`src/rtl/load_result_unit.sv`:
```
// Load result unit: takes AGU load uops, issues word reads, tracks DEPTH
// in-flight loads in order and aligns/extends returned data for writeback.
module load_result_unit #(
  parameter int DEPTH = 4
) (
  input  logic        clk,
  input  logic        rst,
  input  logic        IN_valid,
  output logic        OUT_ready,
  input  logic [31:0] IN_addr,
  input  logic [1:0]  IN_size,
  input  logic        IN_signExt,
  input  logic        IN_exception,
  input  logic [6:0]  IN_tagDst,
  input  logic [4:0]  IN_nmDst,
  input  logic [6:0]  IN_sqN,
  input  logic        IN_branchTaken,
  input  logic [6:0]  IN_branchSqN,
  output logic        OUT_memReq,
  output logic [29:0] OUT_memAddr,
  input  logic        IN_memGrant,
  input  logic        IN_memRValid,
  input  logic [31:0] IN_memRData,
  output logic        OUT_valid,
  input  logic        IN_wbStall,
  output logic [31:0] OUT_result,
  output logic [6:0]  OUT_tagDst,
  output logic [4:0]  OUT_nmDst,
  output logic [6:0]  OUT_sqN,
  output logic        OUT_exception
);
  localparam int PW = $clog2(DEPTH);

  typedef struct packed {
    logic        valid;
    logic [31:0] addr;
    logic [1:0]  size;
    logic        sext;
    logic        exc;
    logic [6:0]  tag;
    logic [4:0]  nm;
    logic [6:0]  sqn;
  } req_t;

  typedef struct packed {
    logic [6:0]  tag;
    logic [4:0]  nm;
    logic [6:0]  sqn;
    logic [1:0]  off;
    logic [1:0]  size;
    logic        sext;
    logic        exc;
    logic        no_mem;
    logic        killed;
    logic        dvalid;
    logic [31:0] data;
  } ent_t;

  typedef struct packed {
    logic        valid;
    logic [31:0] result;
    logic [6:0]  tag;
    logic [4:0]  nm;
    logic [6:0]  sqn;
    logic        exc;
  } out_t;

  // Strictly younger than the branch in the wrapping 7-bit sequence space.
  function automatic logic younger(input logic [6:0] sqn, input logic [6:0] br);
    logic [6:0] d;
    d = sqn - br;
    return !d[6] && (d != 7'd0);
  endfunction

  req_t          req_q, req_d;
  ent_t          ent_q [DEPTH];
  ent_t          ent_d [DEPTH];
  out_t          out_q, out_d;
  logic [PW-1:0] head_q, head_d, tail_q, tail_d;
  logic [PW:0]   cnt_q, cnt_d;

  logic          not_full, req_move, accept, rsp_hit, pop, head_kill;
  logic [PW-1:0] rsp_idx;
  ent_t          hd;
  logic [31:0]   w, res;

  always_comb begin
    not_full    = cnt_q != (PW+1)'(DEPTH);
    req_move    = req_q.valid && not_full && (req_q.exc || IN_memGrant);
    OUT_memReq  = req_q.valid && !req_q.exc && not_full;
    OUT_ready   = !req_q.valid || req_move;
    OUT_memAddr = req_q.addr[31:2];
    accept      = IN_valid && OUT_ready && !(IN_branchTaken && younger(IN_sqN, IN_branchSqN));
  end

  // Oldest entry still owed memory data; responses come back in grant order.
  always_comb begin
    rsp_hit = 1'b0;
    rsp_idx = head_q;
    for (int i = 0; i < DEPTH; i++) begin
      if (!rsp_hit && (PW+1)'(i) < cnt_q && !ent_q[head_q + PW'(i)].no_mem &&
          !ent_q[head_q + PW'(i)].dvalid) begin
        rsp_hit = 1'b1;
        rsp_idx = head_q + PW'(i);
      end
    end
  end

  always_comb begin
    hd        = ent_q[head_q];
    head_kill = hd.killed || (IN_branchTaken && younger(hd.sqn, IN_branchSqN));
    pop       = (cnt_q != '0) && (hd.dvalid || hd.no_mem) &&
                (head_kill || !out_q.valid || !IN_wbStall);
    w = hd.data >> {hd.off, 3'b000};
    case (hd.size)
      2'd0:    res = {{24{hd.sext & w[7]}}, w[7:0]};
      2'd1:    res = {{16{hd.sext & w[15]}}, w[15:0]};
      default: res = w;
    endcase
    if (hd.exc) res = '0;
  end

  always_comb begin
    req_d = req_q;
    if (req_move || (IN_branchTaken && younger(req_q.sqn, IN_branchSqN))) req_d.valid = 1'b0;
    if (accept)
      req_d = '{valid: 1'b1, addr: IN_addr, size: IN_size, sext: IN_signExt, exc: IN_exception,
                tag: IN_tagDst, nm: IN_nmDst, sqn: IN_sqN};

    ent_d = ent_q;
    for (int i = 0; i < DEPTH; i++)
      if (IN_branchTaken && younger(ent_q[i].sqn, IN_branchSqN)) ent_d[i].killed = 1'b1;
    // Killed entries still take their response so later data lines up.
    if (IN_memRValid && rsp_hit) begin
      ent_d[rsp_idx].dvalid = 1'b1;
      ent_d[rsp_idx].data   = IN_memRData;
    end
    if (req_move)
      ent_d[tail_q] = '{tag: req_q.tag, nm: req_q.nm, sqn: req_q.sqn, off: req_q.addr[1:0],
                        size: req_q.size, sext: req_q.sext, exc: req_q.exc, no_mem: req_q.exc,
                        killed: IN_branchTaken && younger(req_q.sqn, IN_branchSqN),
                        dvalid: 1'b0, data: '0};

    head_d = pop ? head_q + PW'(1) : head_q;
    tail_d = req_move ? tail_q + PW'(1) : tail_q;
    cnt_d  = cnt_q + (PW+1)'(req_move) - (PW+1)'(pop);

    out_d = out_q;
    if (!IN_wbStall || (IN_branchTaken && younger(out_q.sqn, IN_branchSqN))) out_d.valid = 1'b0;
    if (pop && !head_kill)
      out_d = '{valid: 1'b1, result: res, tag: hd.tag, nm: hd.nm, sqn: hd.sqn, exc: hd.exc};
  end

  always_ff @(posedge clk or negedge rst) begin
    if (!rst) begin
      req_q  <= '0;
      out_q  <= '0;
      head_q <= '0;
      tail_q <= '0;
      cnt_q  <= '0;
      for (int i = 0; i < DEPTH; i++) ent_q[i] <= '0;
    end else begin
      req_q  <= req_d;
      out_q  <= out_d;
      head_q <= head_d;
      tail_q <= tail_d;
      cnt_q  <= cnt_d;
      ent_q  <= ent_d;
    end
  end

  assign OUT_valid     = out_q.valid;
  assign OUT_result    = out_q.result;
  assign OUT_tagDst    = out_q.tag;
  assign OUT_nmDst     = out_q.nm;
  assign OUT_sqN       = out_q.sqn;
  assign OUT_exception = out_q.exc;
endmodule
```
`config.mk`:
```
export PLATFORM = sky130hd
export DESIGN_NAME = load_result_unit
export DESIGN_NICKNAME = d
export VERILOG_FILES = /design/src/rtl/load_result_unit.sv
export SDC_FILE = /design/constraint.sdc
export NUM_CORES = 1
export LEC_CHECK = 0
export ABC_AREA = 1
export CELL_PAD_IN_SITES_DETAIL_PLACEMENT = 0
export CELL_PAD_IN_SITES_GLOBAL_PLACEMENT = 2
export CORE_ASPECT_RATIO = 0.75
export CORE_UTILIZATION = 37
export CTS_CLUSTER_DIAMETER = 150
export DETAILED_ROUTE_END_ITERATION = 8
export DONT_BUFFER_PORTS = 1
export PLACE_DENSITY_LB_ADDON = 0.1
export SLEW_MARGIN = 40
export SYNTH_ARGS = -nofsm -noshare
export SYNTH_HDL_FRONTEND = slang
export SYNTH_SLANG_ARGS = --single-unit
export TNS_END_PERCENT = 1
```
`constraint.sdc`:
```
create_clock -name clk -period 5.05 [get_ports clk]
set_input_delay 0.7575 -clock clk [delete_from_list [all_inputs] [get_ports clk]]
set_output_delay 0.7575 -clock clk [all_outputs]
set_load 0.01 [all_outputs]
```
==> results.py <==
metrics = {
    "floorplan": {
        "die_y_um": 200.0,
        "ios": 186,
        "die_w_um": 266.0,
        "rows": 72,
        "start_util_pct": 37.47,
        "fp.coreArea_um2": 51620,
        "dieArea_um2": 53210,
    },
    "run_status": {
        "violations": "hold timing, slew limit",
        "status": "finished with violations",
    },
    "global_route": {
        "grt_pass1_vias": 15270,
        "grt-ovfl-total": 0,
        "grt_usage_pct": 23.76,
        "antenna_found_initial": 2,
        "grt_pass1_wl_um": 95760,
        "grt_max_degree": 353,
    },
    "clocking": {
        "htree_num_levels": 2,
        "cts_tree": "yes",
        "cts_buffers": 41,
        "insertion_delay_ps": 590,
        "cts_root_buffer": "clkbuf_16",
        "cts_sinks": 352,
        "postCtsSetupRepairBufs": 0,
        "path_clk_slew_ps": 60,
        "clk_path_buf_depth": 3,
    },
    "power_and_ir_drop": {
        "powerDensity_nw_per_um2": 846.6,
        "ir_worst_vdd_mv": 0.5772,
        "p_total_uw": 17910,
        "power_leakage_uw": 0.01144,
    },
    "timing": {
        "period_share_pct": 88.07,
        "period_minus_slack_ps": 4447,
        "tightest_slew_ps": 2099,
        "finalClockSkew_ps": 27.23,
        "fin_setup_tns_ps": 0,
        "finalSetupViolations": 0,
        "relSlewSlack_pct": -39.92,
        "drv_slew": 233,
        "rsz0062_at_grt": "no",
        "finalHoldViolations": 44,
        "whs_ps": -108.6,
        "max_freq_mhz": 224.8,
    },
    "yosys": {
        "synth_commonest_cells": "724 x nand2_1, 352 x dfrtp_1, 335 x inv_1",
        "synthTopCellsByArea": "dfrtp_1 46%, nand2_1 14%, inv_1 6.5%",
        "synth_top_area_cell": "dfrtp_1",
        "synth_cell_types": 46,
        "synth_warnings": 0,
        "syn-cell-area_um2": 19340,
        "synth_nets": 2714,
        "synth-seq-area-share_pct": 45.54,
        "async_flop_share_pct": 100.0,
        "postSynthAreaPerCell_um2": 7.592,
        "synth_most_common_cell": "nand2_1",
        "synth_ff_type": "dfrtp_1",
        "ys_seq_elements": 352,
        "syn_inst": 2548,
        "synth_edf_count": 0,
        "synth_top_area_share_pct": 45.54,
    },
    "worst_setup_path": {
        "r2r_slack_ps": 600,
        "crit_fanout": 18,
        "critPathLaunch": "head_q[0]$_DFFE_PN0P_",
        "rr_startpoint": "head_q[0]$_DFFE_PN0P_",
        "critPathKind": "register to register",
        "start_kind": "register",
        "arrival_ps": 4910,
        "required_ps": 5520,
        "end_kind": "register",
    },
    "drt": {
        "wl_per_cell_um": 19.62,
        "vias_per_cell": 5.009,
        "routed_wl_um": 62620,
        "drt-initial-drc-count": 1432,
        "first_pass_iters": 7,
        "drtAntennaViolNets": 0,
        "via_count": 15990,
        "drcViolationCount": 0,
    },
    "final_layout": {
        "multi_input_area_um2": 8491,
        "final_nets": 2624,
        "final_util_pct": 40.99,
        "num-fill-cells": 5301,
        "finalNonFillerCells": 3191,
        "final_layout_size_suffix_gt1_share_pct": 6.109,
        "syn2layout_area_growth_pct": 9.379,
        "diodes": 0,
        "final_area_um2": 21160,
        "seqCellArea_um2": 8808,
    },
    "placement": {
        "dp_hpwl_um": 41330,
        "dpl_cell_area_um2": 19760,
        "gp_congestion": 0.8777,
        "io_buffer_count": 0,
        "dpl.cell_count": 3118,
    },
    "hold_path": {
        "min_path_type": "input port to asynchronous set/reset pin",
    },
    "run": {
        "max-cap-violations": 0,
    },
}
area by class of cell:
| cell class | instances | area share, % |
|---|---|---|
| Clock buffer | 57 | 5.701 |
| Clock inverter | 16 | 0.8870 |
| Inverter | 338 | 5.996 |
| Multi-Input combinational cell | 1685 | 40.13 |
| Sequential cell | 352 | 41.63 |
| Tap cell | 703 | 4.157 |
| Timing Repair Buffer | 40 | 1.496 |
what timing repair did:
item,4_1_cts,5_1_grt
hold endpoints to repair,352,290
resized for setup,0,0
setup endpoints to repair,0,0
logic make-up (layout without fill, tap and decap cells):
logic type	count (synthesis)	after routing	synth area share, %
AND/OR/NAND/NOR	1202	1202	25.83
flip-flops	352	352	45.54
buffers and inverters	511	451	11.03
adder cells (fa/ha/maj)	65	65	4.554
XOR/XNOR	33	33	1.494
AO/OA/AOI/OAI	385	385	11.55
final timing paths:
path,to,cells past startpoint
max,cnt_q[2]$_DFF_PN0_,20
min,req_q[2]$_DFFE_PN0P_,0
max reg2reg,cnt_q[2]$_DFF_PN0_,20
min reg2reg,req_q[18]$_DFFE_PN0P_,2
max in group asynchronous,ent_q[29]$_DFF_PN0_,0
min in group clk,ent_q[13]$_DFF_PN0_,2
per-layer routing:
layer,routed length [µm],global-route usage [%]
met5,13,0
met2,25280,33.82
met1,32210,36.56
met4,1065,5.279
met3,4051,4.858
cell usage in the layout (no fill, tap or decap), types with 3 or more instances in the layout:
| master | instances |
|---|---|
| nand4_1 | 72 |
| o21ai_1 | 3 |
| nand2_4 | 4 |
| a221oi_1 | 16 |
| dfrtp_1 | 352 |
| and2_1 | 6 |
| buf_4 | 38 |
| o22ai_1 | 48 |
| nor2_1 | 246 |
| fa_1 | 9 |
| xnor2_1 | 10 |
| xor2_1 | 23 |
| a22oi_1 | 13 |
| clkbuf_16 | 41 |
| clkbuf_1 | 4 |
| nor2_2 | 7 |
| o21a_1 | 4 |
| clkbuf_8 | 12 |
| nand2_1 | 718 |
| o31ai_1 | 3 |
| o211ai_1 | 7 |
| or2_2 | 7 |
| a21oi_1 | 69 |
| ha_1 | 56 |
| inv_1 | 335 |
| o221ai_1 | 8 |
| nand3_2 | 4 |
| o21ai_0 | 189 |
| nand2_2 | 8 |
| inv_2 | 3 |
| clkinv_2 | 9 |
| nand3b_1 | 7 |
| a22o_1 | 15 |
| nand3_1 | 117 |
critical path, stage by stage (launching register included):
cell and delay, ps:
dfrtp_1 740, inv_2 270, nand2_4 130, o22ai_1 70, a221oi_1 390, ha_1 230, inv_1 70, fa_1 430
xnor2_1 170, nand3b_1 90, nor2_1 120, nand4_1 110, nand3b_1 130, nand3_1 140, nand2_1 160, inv_1 70
ha_1 270, inv_1 40, ha_1 180, fa_1 400, xnor2_1 140
flip-flops by register name, summed over array words and instances (netlist names), 3 cells and up:
name / cells
req_q: 26
OUT_nmDst: 5
OUT_sqN: 7
OUT_result: 32
ent_q: 236
OUT_memAddr: 30
OUT_tagDst: 7
cnt_q: 3
metrics by stage:
| step | setup slack (ps) | hold WS (ps) |
|---|---|---|
| after floorplan | 886.3 | 441.9 |
| after global placement | 643.8 | 460.4 |
| after detailed placement | 558.1 | 463.7 |
| after CTS | 553.8 | -144.1 |
| after global routing | 175.3 | -135.4 |
| final | 602.5 | -108.6 |
power by group:
| group | internal, µW | switching [µW] | leakage [µW] | total [µW] |
|---|---|---|---|---|
| Sequential | 4180 | 916 | 0.00438 | 5090 |
| Clock | 1790 | 1300 | 0.000692 | 3090 |
| Combinational | 2880 | 6850 | 0.00637 | 9730 |
(Power assumes the default switching activity.)
